`src/rtl/nrisc_ula_seq.sv`:
```
`default_nettype none
// ============================================================================
// Module      : nrisc_ula_seq
// Description : Sequential ALU with a valid/ready handshake on both sides.
//               Most opcodes finish in one cycle. MUL uses one shift-add
//               step per cycle, and SHRN shifts one bit per cycle.
//               Results stay in registers until the consumer takes them.
// Revision    : 1.0 - initial release
// ============================================================================
module nrisc_ula_seq #(
    parameter int TAM    = 16,
    parameter int MUL_EN = 1
) (
    input  logic           clk,
    input  logic           rst,
    input  logic           in_valid,
    output logic           in_ready,
    input  logic [TAM-1:0] ULA_A,
    input  logic [TAM-1:0] ULA_B,
    input  logic           incdec,
    input  logic [3:0]     ULA_ctrl,
    output logic           out_valid,
    input  logic           out_ready,
    output logic [TAM-1:0] ULA_OUT,
    output logic [2:0]     ULA_flags,
    output logic           ULA_err
);

    localparam int c_NW = $clog2(TAM);
    localparam int c_CW = c_NW + 1;
    localparam logic [c_CW-1:0] c_CNT_TAM = c_CW'(TAM);
    localparam logic [c_CW-1:0] c_CNT_ONE = c_CW'(1);

    localparam logic [3:0] c_OP_ADD  = 4'b0000;
    localparam logic [3:0] c_OP_SUB  = 4'b0001;
    localparam logic [3:0] c_OP_AND  = 4'b0010;
    localparam logic [3:0] c_OP_OR   = 4'b0011;
    localparam logic [3:0] c_OP_XOR  = 4'b0100;
    localparam logic [3:0] c_OP_SHR  = 4'b0101;
    localparam logic [3:0] c_OP_SHL  = 4'b0110;
    localparam logic [3:0] c_OP_NOT  = 4'b0111;
    localparam logic [3:0] c_OP_MUL  = 4'b1000;
    localparam logic [3:0] c_OP_SHRN = 4'b1001;
    localparam logic [3:0] c_OP_RTR  = 4'b1101;
    localparam logic [3:0] c_OP_RTL  = 4'b1110;

    typedef enum logic [1:0] {
        S_IDLE = 2'd0,
        S_BUSY = 2'd1,
        S_DONE = 2'd2
    } state_t;

    state_t          r_state;
    state_t          w_state_next;

    logic [TAM-1:0]  r_out;
    logic [2:0]      r_flags;
    logic            r_err;
    logic [TAM-1:0]  r_acc;      // MUL partial product, or the SHRN working value
    logic [TAM-1:0]  r_mcand;    // multiplicand, shifted left each step
    logic [TAM-1:0]  r_mplier;   // multiplier, shifted right each step
    logic [c_CW-1:0] r_cnt;
    logic            r_op_mul;

    logic            w_accept;
    logic            w_is_mul;
    logic            w_is_multi;
    logic [c_NW-1:0] w_shrn_n;
    logic [TAM-1:0]  w_b_eff;
    logic [TAM:0]    w_sum;
    logic [TAM-1:0]  w_diff;
    logic [TAM-1:0]  w_res;
    logic            w_neg;
    logic            w_carry;
    logic            w_err;
    logic [2:0]      w_flags;
    logic [TAM-1:0]  w_step_res;
    logic            w_last_step;

    assign in_ready   = (r_state == S_IDLE) | ((r_state == S_DONE) & out_ready);
    assign out_valid  = (r_state == S_DONE);
    assign ULA_OUT    = r_out;
    assign ULA_flags  = r_flags;
    assign ULA_err    = r_err;

    assign w_accept    = in_valid & in_ready;
    assign w_is_mul    = (ULA_ctrl == c_OP_MUL) && (MUL_EN != 0);
    assign w_shrn_n    = ULA_B[c_NW-1:0];
    // A shift count of zero needs no iterations, so it completes in one cycle
    assign w_is_multi  = w_is_mul || ((ULA_ctrl == c_OP_SHRN) && (w_shrn_n != '0));
    assign w_last_step = (r_cnt == c_CNT_ONE);

    // Result of one iteration: an add-if-set step for MUL, a one-bit arithmetic shift for SHRN
    assign w_step_res = r_op_mul ? (r_acc + (r_mplier[0] ? r_mcand : '0))
                                 : {r_acc[TAM-1], r_acc[TAM-1:1]};

    // State register
    always_ff @(posedge clk or negedge rst) begin
        if (!rst) begin
            r_state <= S_IDLE;
        end else begin
            r_state <= w_state_next;
        end
    end

    // Next-state logic: an accept in DONE behaves exactly like an accept in IDLE
    always_comb begin
        w_state_next = r_state;
        case (r_state)
            S_IDLE: begin
                if (w_accept) w_state_next = w_is_multi ? S_BUSY : S_DONE;
            end
            S_BUSY: begin
                if (w_last_step) w_state_next = S_DONE;
            end
            S_DONE: begin
                if (w_accept)       w_state_next = w_is_multi ? S_BUSY : S_DONE;
                else if (out_ready) w_state_next = S_IDLE;
            end
            default: w_state_next = S_IDLE;
        endcase
    end

    // Single-cycle results and flags, computed from the live request inputs
    always_comb begin
        w_b_eff = incdec ? {{(TAM-1){1'b0}}, 1'b1} : ULA_B;
        w_sum   = {1'b0, ULA_A} + {1'b0, w_b_eff};
        w_diff  = ULA_A - w_b_eff;
        w_res   = '0;
        w_neg   = 1'b0;
        w_carry = 1'b0;
        w_err   = 1'b0;
        case (ULA_CTRL_SEL(ULA_ctrl))
            c_OP_ADD: begin
                w_res   = w_sum[TAM-1:0];
                w_carry = w_sum[TAM];
                // A signed overflow flips the sign bit, so XOR it back in
                w_neg   = w_sum[TAM-1] ^ ((ULA_A[TAM-1] == w_b_eff[TAM-1]) &&
                                          (w_sum[TAM-1] != ULA_A[TAM-1]));
            end
            c_OP_SUB: begin
                w_res   = w_diff;
                w_carry = (ULA_A < w_b_eff);
                w_neg   = w_diff[TAM-1] ^ ((ULA_A[TAM-1] != w_b_eff[TAM-1]) &&
                                           (w_diff[TAM-1] != ULA_A[TAM-1]));
            end
            c_OP_AND: w_res = ULA_A & ULA_B;
            c_OP_OR:  w_res = ULA_A | ULA_B;
            c_OP_XOR: w_res = ULA_A ^ ULA_B;
            c_OP_SHR: begin
                w_res   = {ULA_A[TAM-1], ULA_A[TAM-1:1]};
                w_carry = ULA_A[0];
            end
            c_OP_RTR: w_res = {ULA_A[0], ULA_A[TAM-1:1]};
            c_OP_SHL: begin
                w_res   = {ULA_A[TAM-2:0], 1'b0};
                w_carry = ULA_A[TAM-1];
            end
            c_OP_RTL: w_res = {ULA_A[TAM-2:0], ULA_A[TAM-1]};
            c_OP_NOT: w_res = ~ULA_A;
            // This path is only used when MUL is disabled; otherwise MUL is iterative
            c_OP_MUL: w_err = (MUL_EN == 0);
            // This path is only used for SHRN by zero; nonzero counts are iterative
            c_OP_SHRN: w_res = ULA_A;
            default:  w_err = 1'b1;
        endcase
        w_flags = w_err ? 3'b010 : {w_neg, (w_res == '0), w_carry};
    end

    function automatic logic [3:0] ULA_CTRL_SEL(input logic [3:0] op);
        return op;
    endfunction

    // Datapath: capture on accept, iterate while BUSY, and publish the result on the last step
    always_ff @(posedge clk or negedge rst) begin
        if (!rst) begin
            r_out    <= '0;
            r_flags  <= 3'b000;
            r_err    <= 1'b0;
            r_acc    <= '0;
            r_mcand  <= '0;
            r_mplier <= '0;
            r_cnt    <= '0;
            r_op_mul <= 1'b0;
        end else if (w_accept) begin
            if (w_is_multi) begin
                r_op_mul <= w_is_mul;
                r_acc    <= w_is_mul ? '0 : ULA_A;
                r_mcand  <= ULA_A;
                r_mplier <= ULA_B;
                r_cnt    <= w_is_mul ? c_CNT_TAM : {1'b0, w_shrn_n};
            end else begin
                r_out   <= w_res;
                r_flags <= w_flags;
                r_err   <= w_err;
            end
        end else if (r_state == S_BUSY) begin
            r_cnt    <= r_cnt - c_CNT_ONE;
            r_acc    <= w_step_res;
            r_mcand  <= r_mcand << 1;
            r_mplier <= r_mplier >> 1;
            if (w_last_step) begin
                r_out   <= w_step_res;
                // For SHRN, the bit leaving on the final step is the carry
                r_flags <= {1'b0, (w_step_res == '0), (r_op_mul ? 1'b0 : r_acc[0])};
                r_err   <= 1'b0;
            end
        end
    end

endmodule
`default_nettype wire

```
`config.mk`:
```
export PLATFORM = sky130hd
export DESIGN_NAME = nrisc_ula_seq
export DESIGN_NICKNAME = d
export VERILOG_FILES = /design/src/rtl/nrisc_ula_seq.sv
export SDC_FILE = /design/constraint.sdc
export NUM_CORES = 1
export LEC_CHECK = 0
export CAP_MARGIN = 20
export CORE_MARGIN = 2
export CORE_UTILIZATION = 50
export CTS_CLUSTER_SIZE = 12
export DETAILED_ROUTE_END_ITERATION = 6
export GPL_TIMING_DRIVEN = 0
export PLACE_DENSITY = 0.7
export SLEW_MARGIN = 20
export SYNTH_ARGS = -nofsm -noshare
export SYNTH_HDL_FRONTEND = slang
export SYNTH_SLANG_ARGS = --single-unit
```
`constraint.sdc`:
```
create_clock -name clk -period 4.1 [get_ports clk]
set_input_delay 0.82 -clock clk [delete_from_list [all_inputs] [get_ports clk]]
set_output_delay 0.82 -clock clk [all_outputs]
set_load 0.02 [all_outputs]
```
# After elaboration in Yosys (flattened, before gate mapping)
# Index checks and enable logic that the tools add are counted.
# op_classes
n_lt_le_gt_ge,1
n_addsub,4
n_mux,41
n_reduce_logical,16
bitwise,9
eq_ne,23
# ops
operator,n
16-bit two-way mux,17
16-bit case mux with 11 select lines,1
16-bit zero test,2
5-bit two-way mux,4
16-bit by 16-bit adder with 17-bit output,1
16-bit adder,1
16-bit bitwise AND,1
"4-bit by 3-bit equality test with 1-bit output, second input constant",4
"4-bit equality test, second input constant",4
16-bit less-than comparator,1
16-bit inverter,1
16-bit bitwise OR,1
16-bit subtractor,1
16-bit bitwise XOR,1
3-bit two-way mux,5
12-bit OR reduction,1
2-bit two-way mux,5
"4-bit by 2-bit equality test with 1-bit output, second input constant",2
1-bit two-way mux,6
"2-bit inequality test, second input constant",3
2-bit case mux with 3 select lines,1
3-bit AND reduction,2
"5-bit by 1-bit equality test with 1-bit output, second input constant",1
"5-bit by 1-bit subtractor with 5-bit output, second input constant",1
other kinds (19),27
# word_totals
wordCells,103
regBits,76

# Longest topological paths before layout
# Gate-level depths: netlist of run 1.
# logic_depth
ltp_word,9
depth_mapped,19
ltp_nobuf,17

# Worst setup path before layout of run 1
# OpenSTA, ideal clock, no wires.
# synth_timing
path_kind,input port to flip-flop
from,input port incdec
to,"register r_flags[1], in the netlist ULA_flags[1]"
path_stages,19
setup_time_ns,0.077
slack_ns,-0.171
arrival_time_ns,4.194
path_cell_list,clkbuf_1 nand2b_1 ha_1 buf_2 a2111o_1 a21oi_1 a211o_1 a21oi_1 a21o_1 a21oi_1 o21bai_1 a21o_1 fa_1 a221oi_1 nand3_1 nor3_1 nor4b_2 a21oi_1 a21oi_1
# synth_via
elab_chain_len,7
# synth_rtl
element,line,rtl
from (decl),20,"input logic incdec,"
16-bit two-way mux (*),126,"w_b_eff = incdec ? {{(TAM-1){1'b0}}, 1'b1} : ULA_B;"
16-bit subtractor or 16-bit by 16-bit adder with 17-bit output (tied branches),"128, 127",
16-bit case mux with 11 select lines (*),133,case (ULA_CTRL_SEL(ULA_ctrl))
16-bit zero test (*),167,"w_flags = w_err ? 3'b010 : {w_neg, (w_res == '0), w_carry};"
3-bit two-way mux (*),167,
3-bit two-way mux (*),186,if (w_is_multi) begin
3-bit two-way mux (*),185,end else if (w_accept) begin
to (signal assigned),194,r_flags <= w_flags;
to (signal assigned),205,"r_flags <= {1'b0, (w_step_res == '0), (r_op_mul ? 1'b0 : r_acc[0])};"
to (decl),57,logic [2:0] r_flags;
# Mark *: on every way between the ends. The rest lies on a longest branch, timed or not. The select of a mux whose other input is x is not followed.
# A chain may end at the register's enable or synchronous reset.

# Final worst setup path of run 1
# Same ends and word-level chain as after synthesis.

==> flow_summary.json, run 1 <==
{
  "relSlewSlack": 0.206,
  "clkSlewWorstSetupHoldPaths_ns": 0.05,
  "critPathRequiredTime_ns": 4.37,
  "overflow": 0,
  "numCtsBuffers": 9,
  "synth_area_sq_um": 8640,
  "yosysTopAreaCell": "dfrtp_1",
  "clk-insertion-delay-late_ns": 0.35,
  "drcViolationCount": 0,
  "worst_pin_slew_ns": 1.19,
  "critPathMaxFanout": 7,
  "synth_top_area_frac": 0.220,
  "vias": 9404,
  "hold_violations": 0,
  "synth.area.top_cells": "dfrtp_1 22%, ha_1 12%, nand2_1 6.1%",
  "async_flop_share": 1.00,
  "ctsHoldBuffers": 0,
  "grt_use_total": 0.350,
  "final.min_clock_period_ns": 4.12,
  "layout-drive-gt1-share": 0.115,
  "clockBufferDepth": 2,
  "areaGrowthSynthToFinish_pct": 18.2,
  "finClkSkew_ns": 0.00863,
  "fillers": 1615,
  "regArea_sq_um": 1900,
  "fin_nets": 1353,
  "dp_cells": 1425,
  "routed_via_density": 6.48,
  "synth_seq_cells": 76,
  "synth_cells": 1139,
  "seq_area_frac_synth": 0.220,
  "grt_pass1_wl_um": 49200,
  "worstPathArrival_ns": 4.39,
  "cts_tree": "yes",
  "yosysMostFrequentCell": "nand2_1",
  "finalWorstSetupSlack_ns": -0.0174,
  "cp-start-kind": "primary input",
  "antenna_found_initial": 0,
  "antenna_cells": 0,
  "outcome": "finished with violations",
  "grt_max_degree": 49,
  "synthFlopType": "dfrtp_1",
  "routed_wirelength_um": 32000,
  "finalCritPeriodShare": 1.00,
  "final-instance-count-excl-fill": 1452,
  "cts_root_buf": "clkbuf_16",
  "ios": 63,
  "synth-edff-count": 0,
  "synthesis.nets": 1270,
  "grt_pass1_vias": 8784,
  "fmax_mhz": 243,
  "holdCritPathClass": "in2async",
  "cap_violations": 0,
  "ant_nets": 0,
  "dp_hpwl_um": 24600,
  "syn-mean-instance-area_sq_um": 7.59,
  "rows": 48,
  "core_area_sq_um": 17100,
  "cts_max_level": 3,
  "die_h_um": 135,
  "cts.sinks": 76,
  "drt-initial-drc-count": 1171,
  "violations": "setup timing",
  "start_util": 0.505,
  "setup.worst_path.end_class": "flop",
  "ir_drop_mv": 0.429,
  "p_leak_nw": 4.54,
  "io_buffers": 60,
  "place_area_sq_um": 9590,
  "p_per_area_nw_per_um2": 562,
  "setup_viol": 1,
  "die_x_um": 135,
  "floorplan.die_area_sq_um": 18300,
  "place_congestion": 1.02,
  "yosys-top-cells-count": "140 x nand2_1, 87 x nor2_1, 86 x ha_1",
  "fin_area_sq_um": 10200,
  "multi_input_area_sq_um": 6350,
  "yosysUniqueCellTypes": 87,
  "path_class": "in2reg",
  "dr.pass1.iters": 6,
  "finalMaxSlewViolations": 0,
  "synth_warnings": 0,
  "rsz0062_at_grt": "true",
  "wire_per_inst_um": 22.0
}
placed cells by master, fill, tap and decap left out, types with 19 or more instances in the layout:
cell type / n
clkbuf_1: 34
nand2_1: 140
clkdlybuf4s50_1: 36
inv_1: 83
dfrtp_1: 76
buf_4: 21
a31oi_1: 41
buf_2: 33
o21ai_0: 56
a21o_1: 19
nor2_1: 87
nor3_1: 29
ha_1: 77
nand2b_1: 21
and2_1: 20
nand3_1: 27
a21oi_1: 75
flip-flops by register name, indices dropped and copies added (netlist names):
register,flops
ULA_OUT,16
ULA_err,1
ULA_flags,3
r_acc,16
r_cnt,5
r_mcand,16
r_mplier,16
r_op_mul,1
r_state,2
worst max-delay path: stages:
cell and delay [ns]:
buf_12 0.11, buf_8 0.13, nand2b_4 0.15, ha_4 0.25
a2111o_1 0.39, a21oi_2 0.13, a211o_1 0.20, a21oi_2 0.09
a21o_1 0.20, a21oi_2 0.12, o21bai_1 0.09, a21o_1 0.21
fa_1 0.45, a221oi_2 0.24, nand3_1 0.14, nor3_4 0.17
nor4b_4 0.24, a21oi_1 0.10, a21oi_1 0.15
per-stage QoR:
step                      TNS, ns  utilization  hold slack, ns  setup slack (ns)  power (mW)
final                     -0.0174        0.597           0.410           -0.0174        5.74
after global routing       -0.295        0.597           0.440            -0.222        6.12
after CTS                  -0.103        0.590           0.420           -0.0805        5.66
after detailed placement    -9.59        0.560           0.465             -1.37        4.66
after global placement     -50.33        0.559           0.462             -1.37        4.61
after floorplan                 0            -           0.466            0.0164        3.65
worst paths after layout:
check                                         from                       end  slack (ns)  depth (start not counted)
max in group asynchronous                      rst  r_mplier[12]$_DFFE_PN0P_        3.09                          2
min in group clk           ULA_OUT[11]$_DFFE_PN0P_   ULA_OUT[11]$_DFFE_PN0P_        0.48                          1
hold reg to reg            ULA_OUT[11]$_DFFE_PN0P_   ULA_OUT[11]$_DFFE_PN0P_        0.48                          1
setup reg to reg           r_mplier[0]$_DFFE_PN0P_  ULA_flags[1]$_DFFE_PN0P_        0.34                         14
hold / removal                                 rst   ULA_OUT[11]$_DFFE_PN0P_        0.41                          1
setup / recovery                            incdec  ULA_flags[1]$_DFFE_PN0P_       -0.02                         19
what timing repair did:
item	in CTS	in global routing
setup endpoints to repair	11	10
endpoints found under the hold margin	0	0
pin swaps	18	12
setup buffers	10	4
resized for setup	98	26
area by class of cell:
cell class,instances,share of cell area
timing repair buffer,75,0.0670
buffer,67,0.0316
multi-input combinational,909,0.622
sequential,76,0.186
clock inverter,4,0.00931
tap,225,0.0276
clock buffer,12,0.0251
inverter,84,0.0309
metal layers:
layer	track usage	share of wire	vias up
li1	-	-	4314
met1	0.461	0.41	4458
met2	0.565	0.46	519
met3	0.0397	0.077	113
met4	0.187	0.057	0
met5	0	0	-
logic make-up (layout without fill, tap and decap cells):
family                     count (synthesis)  count (layout)  synth area share
and+or+nand+nor                          421             421             0.243
xor gates and xnor gates                  11              11            0.0111
adders and majority gates                 90              90             0.134
buffers and inverters                    154             242            0.0728
AOI/OAI and AO/OA                        374             374             0.304
DFF                                       76              76             0.220
muxes                                     13              13            0.0158
power by group:
part           internal (mW)  switching (mW)
combinational           1.41            2.02
clock                  0.627           0.319
sequential              1.09           0.265
(Power assumes the default switching activity.)
==> inputs of run 2 (changes only) <==
- HOLD_SLACK_MARGIN: default -> 0.02
==> results of run 2 <==
Same layout as run 1: the final DEF is identical, and so are final timing and power.
==> variant: new RTL, flow settings as in run 2 <==
Set the parameter `TAM` to 32 (it was 16).
--- a/src/rtl/nrisc_ula_seq.sv
+++ b/src/rtl/nrisc_ula_seq.sv
@@ -8,7 +8,7 @@
 // Revision    : 1.0 - initial release
 // ============================================================================
 module nrisc_ula_seq #(
-    parameter int TAM    = 16,
+    parameter int TAM    = 32,
     parameter int MUL_EN = 1
 ) (
     input  logic           clk,
Ports: changed (resized ULA_A, ULA_B and ULA_OUT); port bits go from 63 to 111. No check against the original RTL was run, so the function may have changed too.
==> variant against run 2 <==
  * The run ends with design-rule violations, negative setup slack left
  * Synthesized area is 91% higher
  * Worst hold slack worse by 0.13 ns
  * Design area increased by 93%
  * Routed wire length is 130% higher
  * Register-to-register slack worse by 0.90 ns
  * Power rose by 110%
  * Sequential cell count increased by 65
  * Setup slack worse by 0.61 ns
==> variant: results (changes against run 2) <==
The checks that failed: design-rule violations, negative setup slack. The largest voltage drop on the vdd net was 396 uV (-7.8%). The unique cell type count in the Yosys netlist is 91 (+4.6%).

The commonest cells after synthesis are nand2_1, nor2_1, ha_1. Sum of met2 wire segment lengths after detailed routing: 33600 um (+130%). For the HPWL after detailed placement, the log shows 58900 um (+140%). The total of buffers placed on input and output ports is 109 (+82%), and the fraction of synthesized cell area in xor and xnor cells is 1.06% (-0.053 points). The worst path setup slack after routing was -0.623 ns (-0.606 ns). The tools report the worst hold margin as 0.280 ns (-0.130 ns). The fraction of met1 tracks used by global routing is 53.5% (+7.4 points).

Slowest library cell on the worst path: a2111o_1. The net count after synthesis is 2532 (+99%), and the met3 routing resource usage after global routing is 7.14% (+3.2 points). The met2 track demand over resource in global routing was 68.8% (+12 points); the clock group share of total power was 14.0% (-2.5 points). The total met3 wirelength after detailed routing is 7560 um (+210%), and the fraction of the mapped netlist area in adder cells is 13.4% (about the same). The routed wire length per instance works out to 26.1 um (+18%). For the total number of vias, the log shows 19300 (+110%).

The final routed wirelength across all metal layers was 75100 um (+130%). The reg2reg setup slack is -0.56 ns (-0.90 ns). The run gives 1.03 (+1.3%) as the global placement routability congestion. The leakage component of the power was 8.59 nW (+89%); the switching share of power was 50.5% (+5.1 points).

The post-synthesis average cell area came out at 7.22 um2 (-4.9%). The tools report the power of the combinational group as 7.79 mW (+130%). The logs give 43.0% (+8.0 points) for the global-route usage over all layers and 18300 um2 (+91%) for the instance area after placement. The total iterations of the first detailed-routing run came out at 7 (+1).

Maximum fanout encountered on the critical timing path: 6 (-1). For the total negative slack for setup checks, the log shows -1.48 ns (-1.46 ns). The number of fillers in the final layout is 3102 (+92%), and the worst slack after detailed placement is -2.30 ns (-0.931 ns).

The number of nets in the final layout was 2672 (+97%). The worst reg-to-reg path cell count came out at 16 (+2). The flow ran to the end, but the final reports show violations. The compound-cell area share of the yosys netlist is 30.3% (-0.12 points).

The part of the Yosys area used for sequential elements is 21.4% (-0.62 points), and the clock group power is 1.70 mW (+80%). The global-route wire length before repair was 111000 um (+130%); the mux cell area share after synthesis was 1.24% (-0.33 points). The tools report the met1 routed wirelength after detailed routing as 28300 um (+120%). Total DRC errors in the routed layout: 2 (+2).

Total of endpoints with negative setup slack in the final report: 4 (+3). Sorting the synthesized cells by area gives the leading types as dfrtp_1, ha_1, nand2_1. The number of placed instances, taps included is 2838 (+99%).

The number of levels in the clock H-tree is 4 (+1), and the arrival time of the worst setup path is 5.09 ns (+0.70 ns). The path class of the lowest-slack min-delay path is input port to async pin. The run gives 2123 (+81%) as the DRC violation total after the first TritonRoute iteration.
[variant: changes by cell type after synthesis, moves of 82 or more]
cell and delta:
nor2_1 +148, o21ai_0 +90, clkbuf_1 +82, nand2_1 +176, a21oi_1 +88, ha_1 +84
[variant: worst reg2reg max path, delay by kind of cell (launching register included)]
family / cells / cell delay [ns]
adders and majority gates: 2 / 0.57
DFF: 1 / 0.52
AOI/OAI and AO/OA: 6 / 1.77
buffers and inverters: 2 / 0.37
and+or+nand+nor: 6 / 1.36
[variant: cell type report]
cell class / instances / area, um2 / share of cell area, %
Clock inverter: 13 / 190 / 0.967
Inverter: 145 / 548 / 2.79
Tap cell: 442 / 553 / 2.81
Timing Repair Buffer: 128 / 1170 / 5.93
Buffer: 134 / 644 / 3.28
Multi-Input combinational cell: 1858 / 12600 / 64.0
Clock buffer: 19 / 443 / 2.25
Sequential cell: 141 / 3530 / 18.0
[variant: what timing repair did]
action,4_1_cts,5_1_grt
gates resized for setup,205,120
setup endpoints to repair,117,113
pin swaps,14,24
setup buffers,12,5
